===== config.mk =====
export PLATFORM = sky130hd
export DESIGN_NAME = decoder_scan_ctrl
export DESIGN_NICKNAME = d
export VERILOG_FILES = /design/src/rtl/decoder_scan_ctrl.sv
export SDC_FILE = /design/constraint.sdc
export NUM_CORES = 1
export LEC_CHECK = 0
export ABC_CLOCK_PERIOD_IN_PS = 2700
export CAP_MARGIN = 10
export CORE_MARGIN = 1.5
export CORE_UTILIZATION = 57
export CTS_BUF_LIST = sky130_fd_sc_hd__clkbuf_4 sky130_fd_sc_hd__clkbuf_8
export CTS_CLUSTER_DIAMETER = 30
export DETAILED_ROUTE_END_ITERATION = 8
export GPL_TIMING_DRIVEN = 0
export PLACE_DENSITY = 0.81
export REMOVE_ABC_BUFFERS = 1
export SLEW_MARGIN = 20
export SYNTH_ARGS = -nofsm -noshare
export SYNTH_HDL_FRONTEND = slang
export SYNTH_SLANG_ARGS = --single-unit

===== constraint.sdc =====
create_clock -name clk -period 2.7 [get_ports clk]
set_clock_uncertainty 0.1 [all_clocks]
set_input_delay 0.54 -clock clk [delete_from_list [all_inputs] [get_ports clk]]
set_output_delay 0.54 -clock clk [all_outputs]
set_load 0.03 [all_outputs]

===== src/rtl/decoder_scan_ctrl.sv =====
// decoder_scan_ctrl: sweeps the 3-bit select code of a 74LS138-based function
// circuit through all eight codes and captures its 1-bit output into an 8-bit
// truth table. Each code is settled, sampled once, then the decoder is blanked
// before the next code is presented.
module decoder_scan_ctrl #(
    parameter int unsigned SETTLE_CYC = 4,  // 1..255
    parameter int unsigned BLANK_CYC  = 1   // 0..255
) (
    input  logic       clk,
    input  logic       rst_n,
    input  logic       start,
    input  logic       abort,
    input  logic       fn_in,
    output logic [2:0] sel,
    output logic       dec_en,
    output logic       busy,
    output logic       done,
    output logic [7:0] tt,
    output logic       tt_valid
);

    // Counter reload values; BLANK_CYC==0 never loads the blank counter.
    localparam logic [7:0] SETTLE_LOAD = 8'(SETTLE_CYC - 1);
    localparam logic [7:0] BLANK_LOAD  = (BLANK_CYC == 0) ? 8'd0 : 8'(BLANK_CYC - 1);

    typedef enum logic [2:0] {
        StIdle,
        StSettle,
        StSample,
        StBlank,
        StDone
    } state_e;

    state_e     state_q;
    logic [7:0] cnt_q;
    logic [7:0] shadow_q;

    // Scan sequencer; all outputs are registered alongside the state.
    always_ff @(posedge clk or negedge rst_n) begin
        if (!rst_n) begin
            state_q  <= StIdle;
            cnt_q    <= 8'd0;
            shadow_q <= 8'd0;
            sel      <= 3'd0;
            dec_en   <= 1'b0;
            busy     <= 1'b0;
            done     <= 1'b0;
            tt       <= 8'h00;
            tt_valid <= 1'b0;
        end else begin
            done <= 1'b0;
            if (state_q != StIdle && abort) begin
                // Cancel wins over everything; tt is left untouched.
                state_q <= StIdle;
                cnt_q   <= 8'd0;
                sel     <= 3'd0;
                dec_en  <= 1'b0;
                busy    <= 1'b0;
            end else begin
                unique case (state_q)
                    StIdle: begin
                        if (start && !abort) begin
                            state_q  <= StSettle;
                            sel      <= 3'd0;
                            dec_en   <= 1'b1;
                            busy     <= 1'b1;
                            cnt_q    <= SETTLE_LOAD;
                            shadow_q <= 8'd0;
                            tt_valid <= 1'b0;
                        end
                    end
                    StSettle: begin
                        if (cnt_q == 8'd0) begin
                            state_q <= StSample;
                        end else begin
                            cnt_q <= cnt_q - 8'd1;
                        end
                    end
                    StSample: begin
                        shadow_q[sel] <= fn_in;
                        if (sel == 3'd7) begin
                            // Last bit goes straight into tt, bypassing the shadow.
                            state_q  <= StDone;
                            dec_en   <= 1'b0;
                            done     <= 1'b1;
                            tt       <= {fn_in, shadow_q[6:0]};
                            tt_valid <= 1'b1;
                        end else if (BLANK_CYC == 0) begin
                            state_q <= StSettle;
                            sel     <= sel + 3'd1;
                            cnt_q   <= SETTLE_LOAD;
                        end else begin
                            state_q <= StBlank;
                            sel     <= sel + 3'd1;
                            dec_en  <= 1'b0;
                            cnt_q   <= BLANK_LOAD;
                        end
                    end
                    StBlank: begin
                        if (cnt_q == 8'd0) begin
                            state_q <= StSettle;
                            dec_en  <= 1'b1;
                            cnt_q   <= SETTLE_LOAD;
                        end else begin
                            cnt_q <= cnt_q - 8'd1;
                        end
                    end
                    StDone: begin
                        state_q <= StIdle;
                        sel     <= 3'd0;
                        busy    <= 1'b0;
                    end
                    default: begin
                        state_q <= StIdle;
                        sel     <= 3'd0;
                        dec_en  <= 1'b0;
                        busy    <= 1'b0;
                    end
                endcase
            end
        end
    end

endmodule


Yosys cells after proc, flatten, opt, wreduce, memory -nomap -nowiden
Index checks and enable logic that the tools add are counted.
{"block": "word_totals", "register_bits": 34, "inputBits": 5, "out_inout_bits": 15, "elab_cells": 82}
{"block": "classes", "add_sub_neg": 2, "magnitude_cmp": 2, "eq_ne": 15, "muxes": 33, "n_bitwise": 1, "n_reduce_logical": 20}
{"op": "$mux 8", "n": 6}
{"op": "$pmux 8 s4", "n": 1}
{"op": "$mux 3", "n": 8}
{"op": "$pmux 8 s2", "n": 1}
{"op": "$ne 3x3->1 const B", "n": 5}
{"op": "$reduce_and 3->1", "n": 5}
{"op": "$pmux 3 s4", "n": 1}
{"op": "$mux 1", "n": 10}
{"op": "$pmux 3 s3", "n": 1}
{"op": "$bwmux 8", "n": 1}
{"op": "$logic_not 8->1", "n": 1}
{"op": "$reduce_and 4->1", "n": 2}
{"op": "$sub 8x1->8 const B", "n": 1}
{"op": "$eq 3x2->1 const B", "n": 2}
{"op": "$eq 3x3->1 const B", "n": 2}
{"op": "$ne 2x1->1 const B", "n": 3}
{"op": "$reduce_bool 5->1", "n": 1}
{"op": "$lt 3x4->1 const B", "n": 1}
{"op": "$ne 2x2->1 const B", "n": 2}
{"op": "$pmux 1 s2", "n": 2}
{"op": "$reduce_or 2->1", "n": 2}
{"op": "$add 3x1->3 const B", "n": 1}
{"op": "$demux 1 s3", "n": 1}
{"op": "$eq 3x1->1 const B", "n": 1}
{"op": "other kinds (10)", "n": 12}

Logic depth before layout (Yosys ltp)
Gate-level depths: netlist (run 1).
{"block": "logic_depth", "word_depth": 6, "mapped_depth": 6, "ltp_nobuf": 6}

Least setup slack after synthesis (run 1)
No wires, ideal clock.
{"block": "synth_path", "path_kind": "flip-flop to flip-flop", "startpoint": "register sel[0]", "endpoint": "register cnt_q[0]", "setup_ps": 128, "arrival_time_ps": 1891, "t_required_ps": 2472, "slack_ps": 581, "path_stages_with_launch": 7, "n_path_buf": 0, "period_less_slack_ps": 2119, "path_cell_list": "dfrtp_1 -> ha_1 -> ha_1 -> a32oi_1 -> o21ai_2 -> a21oi_2 -> mux2_1"}
{"block": "synth_between", "elab_chain_len": 3}
{"item": "start: declaration", "line_no": "14", "text": "output logic [2:0] sel,"}
{"item": "start signal: assignment", "line_no": "90", "text": "sel <= sel + 3'd1;"}
{"item": "start signal: assignment", "line_no": "94", "text": "sel <= sel + 3'd1;"}
{"item": "$eq 3x3->1", "line_no": "81", "text": "if (sel == 3'd7) begin"}
{"item": "$ne 3x3->1 (no source line)"}
{"item": "$reduce_and 4->1 (no source line)"}
{"item": "end signal: assignment", "line_no": "76", "text": "cnt_q <= cnt_q - 8'd1;"}
{"item": "end signal: assignment", "line_no": "105", "text": "cnt_q <= cnt_q - 8'd1;"}
{"item": "end: declaration", "line_no": "35", "text": "logic [7:0] cnt_q;"}
Every way passes these cells.
A chain may end at the register's enable or synchronous reset.

Final worst setup path (run 1)
{"block": "layout_path", "startpoint": "register sel[1]", "endpoint": "output sel[1]"}
No word-level cell between the ends.

==> results of run 1 <==
[synthesized netlist by cell type, types with 2 or more instances]
| cell type | n |
|---|---|
| mux2i_1 | 2 |
| o21ai_0 | 24 |
| a31oi_1 | 6 |
| nand2b_1 | 2 |
| buf_2 | 4 |
| ha_1 | 3 |
| and2_1 | 3 |
| a21oi_1 | 8 |
| nand3_1 | 3 |
| nor2_1 | 13 |
| nand4_1 | 2 |
| nand2_1 | 10 |
| mux2_1 | 10 |
| dfrtp_1 | 33 |
| o31ai_1 | 3 |
| clkbuf_1 | 2 |
| o21a_1 | 3 |
| inv_1 | 10 |
| nor3_1 | 3 |
[sequential cells by signal (all words and copies together), names as in the netlist]
register  cells
cnt_q         8
done          1
dec_en        1
busy          1
sel           3
tt_valid      1
shadow_q      7
tt            8
state_q       3
[layer usage]
metal  vias to the layer above  share of wire [%]
met1                       642                 46
met5                         -                  0
met2                        28                 48
met3                         4                4.4
li1                        654                  -
met4                         0                1.5
[final timing paths]
path | endpoint | cells after the start | slack (ns) | start
setup / recovery | sel[1] | 1 | 0.41 | sel[1]
hold / removal | tt[3] | 1 | 0.13 | rst_n
setup reg to reg | cnt_q[0] | 6 | 0.46 | sel[1]
hold reg to reg | tt[2] | 1 | 0.39 | shadow_q[2]
max in group asynchronous | sel[2] | 1 | 1.90 | rst_n
min in group clk | tt[2] | 1 | 0.39 | shadow_q[2]
[final cells by class]
cell class	instances	area [µm²]	share of cell area, %
flip-flops and latches	33	826	41.9
multi-input cells	119	811	41.1
repair buffers	19	185	9.39
clock buffers	7	65.1	3.30
inverters	11	41.3	2.09
well taps	31	38.8	1.97
clock inverters	1	5.00	0.254
[where the power goes]
part	switching [mW]	internal (mW)	leakage (nW)
clock	0.162	0.151	0.0413
sequential	0.128	0.573	0.449
combinational	0.340	0.272	0.402
[cells by family (layout without fill, tap and decap cells)]
family / Yosys count / count (layout) / share of synthesized area, %
AO/OA/AOI/OAI: 53 / 53 / 18.5
AND/OR/NAND/NOR: 49 / 49 / 17.5
flip-flops: 33 / 33 / 48.4
buffers and inverters: 17 / 38 / 4.04
multiplexers: 14 / 14 / 9.32
adder cells (fa/ha/maj): 3 / 3 / 2.20
==> results.toml, run 1 <==
[outcome]
status = "complete, no violations"

[route]
vias = 1328
drc_errors = 0
wirelength_um = 3210
drt_pass1_iterations = 4
drtIter0Drc = 44
postRouteAntennaNets = 0
avgRoutedWirePerCell_um = 14.5
via_per_inst = 6.01

[worst_setup_path]
critPathLaunchType = "flop"
endpoint_kind = "output port"
cp_max_fo = 12
critical_path.top_delay_family = "buffers and inverters"
max_stage_delay_ns = 0.74
critPathBufInv = 1
slowest_stage = "clkdlybuf4s50_1"
critPathRequiredTime_ns = 2.06
crit_chain = "clkdlybuf4s50_1"
critPathArrivalTime_ns = 1.65
critical_path_class = "reg -> out"

[layout]
post-route-util_pct = 70.3
fin_nets = 197
mostFrequentLayoutCells = "33 x dfrtp_1, 24 x o21ai_0, 18 x clkdlybuf4s50_1, 13 x nor2_1"
num-fill-cells = 219
final_area_um2 = 1970
syn_to_final_growth_pct = 15.6
insertedDiodeCount = 0
final_cells = 221
drive_gt1_share_pct = 11.1
final_common_cell = "dfrtp_1"

[synthesis]
post-synth-top-area-cell = "dfrtp_1"
yosys_warnings = 0
async_flop_share_pct = 100
yosysSeqAreaShare_pct = 48.4
syn_area_per_cell_um2 = 10.1
synth_area_leaders = "dfrtp_1 48%, o21ai_0 7.0%, mux2_1 6.6%"
syn_area_um2 = 1710
synth-seq-cells = 33
synth_edf_count = 0
synth-main-ff-cell = "dfrtp_1"
synth_top_area_share_pct = 48.4
postSynthCellCount = 169
yosysUniqueCellTypes = 44

[sta]
maxSlewHeadroom_pct = 52.8
fmax_mhz = 437
slew_violations = 0
tns_ns = 0
tightest_slew_ns = 0.708
min_period_over_period_pct = 84.8
setup_viol = 0
whs_ns = 0.135
hold_viol_final = 0
final.min_clock_period_ns = 2.29
finalWorstSetupSlack_ns = 0.411
rsz0062_at_grt = "false"

[place]
place_ws_ns = 0.138
placed_area_um2 = 1900
io_buffers = 19
place_congestion = 0.844
hpwl_um = 2360
place_inst = 213

[clock_tree]
cts_hold_buf = 0
cts.sinks = 33
cts_root_buffer = "clkbuf_4"
post_cts_buffers = 0
cts_tree = "built"
cts_inserted_buffers = 5
clk_pin_slew_ns = 0.10
clk_path_buf_depth = 2
cts_resized = 0
worstSkewPairLatency_ns = 0.33
htree_levels = 2

[floorplan]
die_area_um2 = 3330
ios = 20
rows = 19
core_um2 = 2810
die_w_um = 57.7
chipHeight_um = 57.7
initial_utilization_pct = 60.8

[grt]
grt_use_total_pct = 21.8
first_global_vias = 1187
grt_use_met3_pct = 7.14
grt.met2_usage_pct = 31.8
met1_usage_pct = 29.1
grt.busiest_layer = "met2"
grt_remaining_overflow = 0
grt_antenna_before_repair = 0
grt_pass1_wl_um = 5400
grt_max_degree = 34

[worst_hold_path]
holdCritPathClass = "in -> async"

[flow_run]
cap_violations = 0

[pwr]
power_leakage_nw = 0.892
power_mw = 1.63
p_per_area_nw_per_um2 = 824
ir_drop_v = 0.000584
Note: power is estimated with default switching activity, not from simulation.
==> run 2: changes to the inputs <==
--- a/config.mk
+++ b/config.mk
@@ -5,15 +5,15 @@
 export SDC_FILE = /design/constraint.sdc
 export NUM_CORES = 1
 export LEC_CHECK = 0
-export ABC_CLOCK_PERIOD_IN_PS = 2700
+export ABC_CLOCK_PERIOD_IN_PS = 2100
 export CAP_MARGIN = 10
 export CORE_MARGIN = 1.5
-export CORE_UTILIZATION = 57
+export CORE_UTILIZATION = 52
 export CTS_BUF_LIST = sky130_fd_sc_hd__clkbuf_4 sky130_fd_sc_hd__clkbuf_8
 export CTS_CLUSTER_DIAMETER = 30
 export DETAILED_ROUTE_END_ITERATION = 8
 export GPL_TIMING_DRIVEN = 0
-export PLACE_DENSITY = 0.81
+export PLACE_DENSITY = 0.78
 export REMOVE_ABC_BUFFERS = 1
 export SLEW_MARGIN = 20
 export SYNTH_ARGS = -nofsm -noshare
==> constraint.sdc (replaced) <==
create_clock -name clk -period 2.1 [get_ports clk]
set_clock_uncertainty 0.1 [all_clocks]
set_input_delay 0.42 -clock clk [delete_from_list [all_inputs] [get_ports clk]]
set_output_delay 0.42 -clock clk [all_outputs]
set_load 0.03 [all_outputs]
==> results.toml, run 2 (synthesis gave the netlist of run 1 again) <==
[clock_tree]
htree_levels = 2
cts_root_buffer = "clkbuf_4"
cts_tree = "built"
cts.sinks = 33
worstSkewPairLatency_ns = 0.34
cts_hold_buf = 0
cts_inserted_buffers = 5
clk_path_buf_depth = 2
clk_pin_slew_ns = 0.11

[floorplan]
die_w_um = 60.3
die_area_um2 = 3630
rows = 20
core_um2 = 3080
ios = 20
initial_utilization_pct = 55.4
chipHeight_um = 60.3

[layout]
fin_nets = 201
mostFrequentLayoutCells = "31 x dfrtp_1, 24 x o21ai_0, 16 x clkdlybuf4s50_1, 13 x nor2_1"
final_common_cell = "dfrtp_1"
syn_to_final_growth_pct = 20.0
insertedDiodeCount = 0
num-fill-cells = 243
drive_gt1_share_pct = 14.4
reg_top3 = "cnt_q (8), tt (8), shadow_q (7)"

[sta]
hold_viol_final = 0
final.min_clock_period_ns = 2.00
maxSlewHeadroom_pct = 51.9
setup_viol = 0
min_period_over_period_pct = 95.0
slew_violations = 0
fmax_mhz = 501
finalWorstSetupSlack_ns = 0.105
tightest_slew_ns = 0.721
tns_ns = 0

[route]
wirelength_um = 3430
drc_errors = 0
vias = 1364
postRouteAntennaNets = 0
avgRoutedWirePerCell_um = 14.4
drt_pass1_iterations = 4
drtIter0Drc = 33
via_per_inst = 5.73

[worst_setup_path]
endpoint_kind = "flop"
critPathArrivalTime_ns = 2.12
critical_path_class = "reg -> reg"
critPathLaunchType = "flop"
critPathRequiredTime_ns = 2.23
cp_max_fo = 5

[pwr]
ir_drop_v = 0.000807
p_per_area_nw_per_um2 = 1100
power_leakage_nw = 0.922

[grt]
grt_antenna_before_repair = 0
grt_pass1_wl_um = 5910
grt_max_degree = 34
first_global_vias = 1338
grt_remaining_overflow = 0
grt_use_total_pct = 22.0

[flow_run]
cap_violations = 0

[place]
hpwl_um = 2340
place_congestion = 0.866
place_ws_ns = -0.371
io_buffers = 19

[worst_hold_path]
holdCritPathClass = "in -> async"

[outcome]
status = "complete, no violations"
-- run 2: cell types whose count changed in the layout (fill, tap and decap cells not counted), moves of 2 or more --
cell | previous run | this run
buf_4 | 0 | 4
dfrtp_1 | 33 | 31
clkbuf_8 | 2 | 0
clkdlybuf4s50_1 | 18 | 16
dfrtp_2 | 0 | 2
-- run 2: layout make-up --
class | instances | area (µm²) | area share [%]
sequential | 33 | 828 | 40.5
multi-input combinational | 119 | 821 | 40.1
timing repair buffer | 23 | 216 | 10.6
tap | 44 | 55.1 | 2.69
clock inverter | 3 | 46.3 | 2.26
inverter | 11 | 41.3 | 2.02
clock buffer | 5 | 37.5 | 1.83
-- run 2: metrics by stage --
stage	hold slack, ns	total power [mW]	instances	instance area, µm²	util [%]
floorplan	0.0244	1.49	163	1680	-
global placement	0.365	1.67	226	1920	62.5
detailed placement	0.380	1.71	226	1920	62.3
CTS	0.0377	2.24	236	2030	65.9
global route	0.0461	2.39	238	2050	66.5
finish	0.0197	2.25	238	2050	66.5
-- run 2: worst paths after layout --
path                             start          to  slack (ns)  depth (start not counted)
worst max-delay path            sel[0]    cnt_q[1]        0.10                          6
worst min-delay path             rst_n       tt[3]        0.02                          1
worst max register to register  sel[0]    cnt_q[1]        0.10                          6
worst min register to register   tt[3]       tt[3]        0.40                          1
max in group asynchronous        rst_n      sel[0]        1.38                          1
min in group clk                 abort  state_q[1]        0.39                          2
-- run 2: per-layer routing --
layer,track usage (%),part of all wire (%)
met1,28.2,47
met2,34.5,46
met3,7.79,5.0
met4,7.30,1.3
met5,0,0
-- run 2: power breakdown --
group	internal, mW	total (mW)	switching (mW)	leakage [nW]
clock	0.252	0.488	0.236	0.0414
sequential	0.737	0.908	0.171	0.445
combinational	0.377	0.850	0.473	0.435
-- run 2: critical path, cell delays in order, from the launching register on --
cell and delay [ns]:
dfrtp_2 0.45, ha_1 0.21, ha_2 0.22, a32oi_1 0.24, o21ai_2 0.15, a21oi_4 0.18, mux2_1 0.34
-- run 2: timing repair --
action | CTS | global route
endpoints found under the setup margin | 5 | 2
buffers inserted | 2 | 2
pin swaps | 1 | 0
resized for setup | 5 | 1
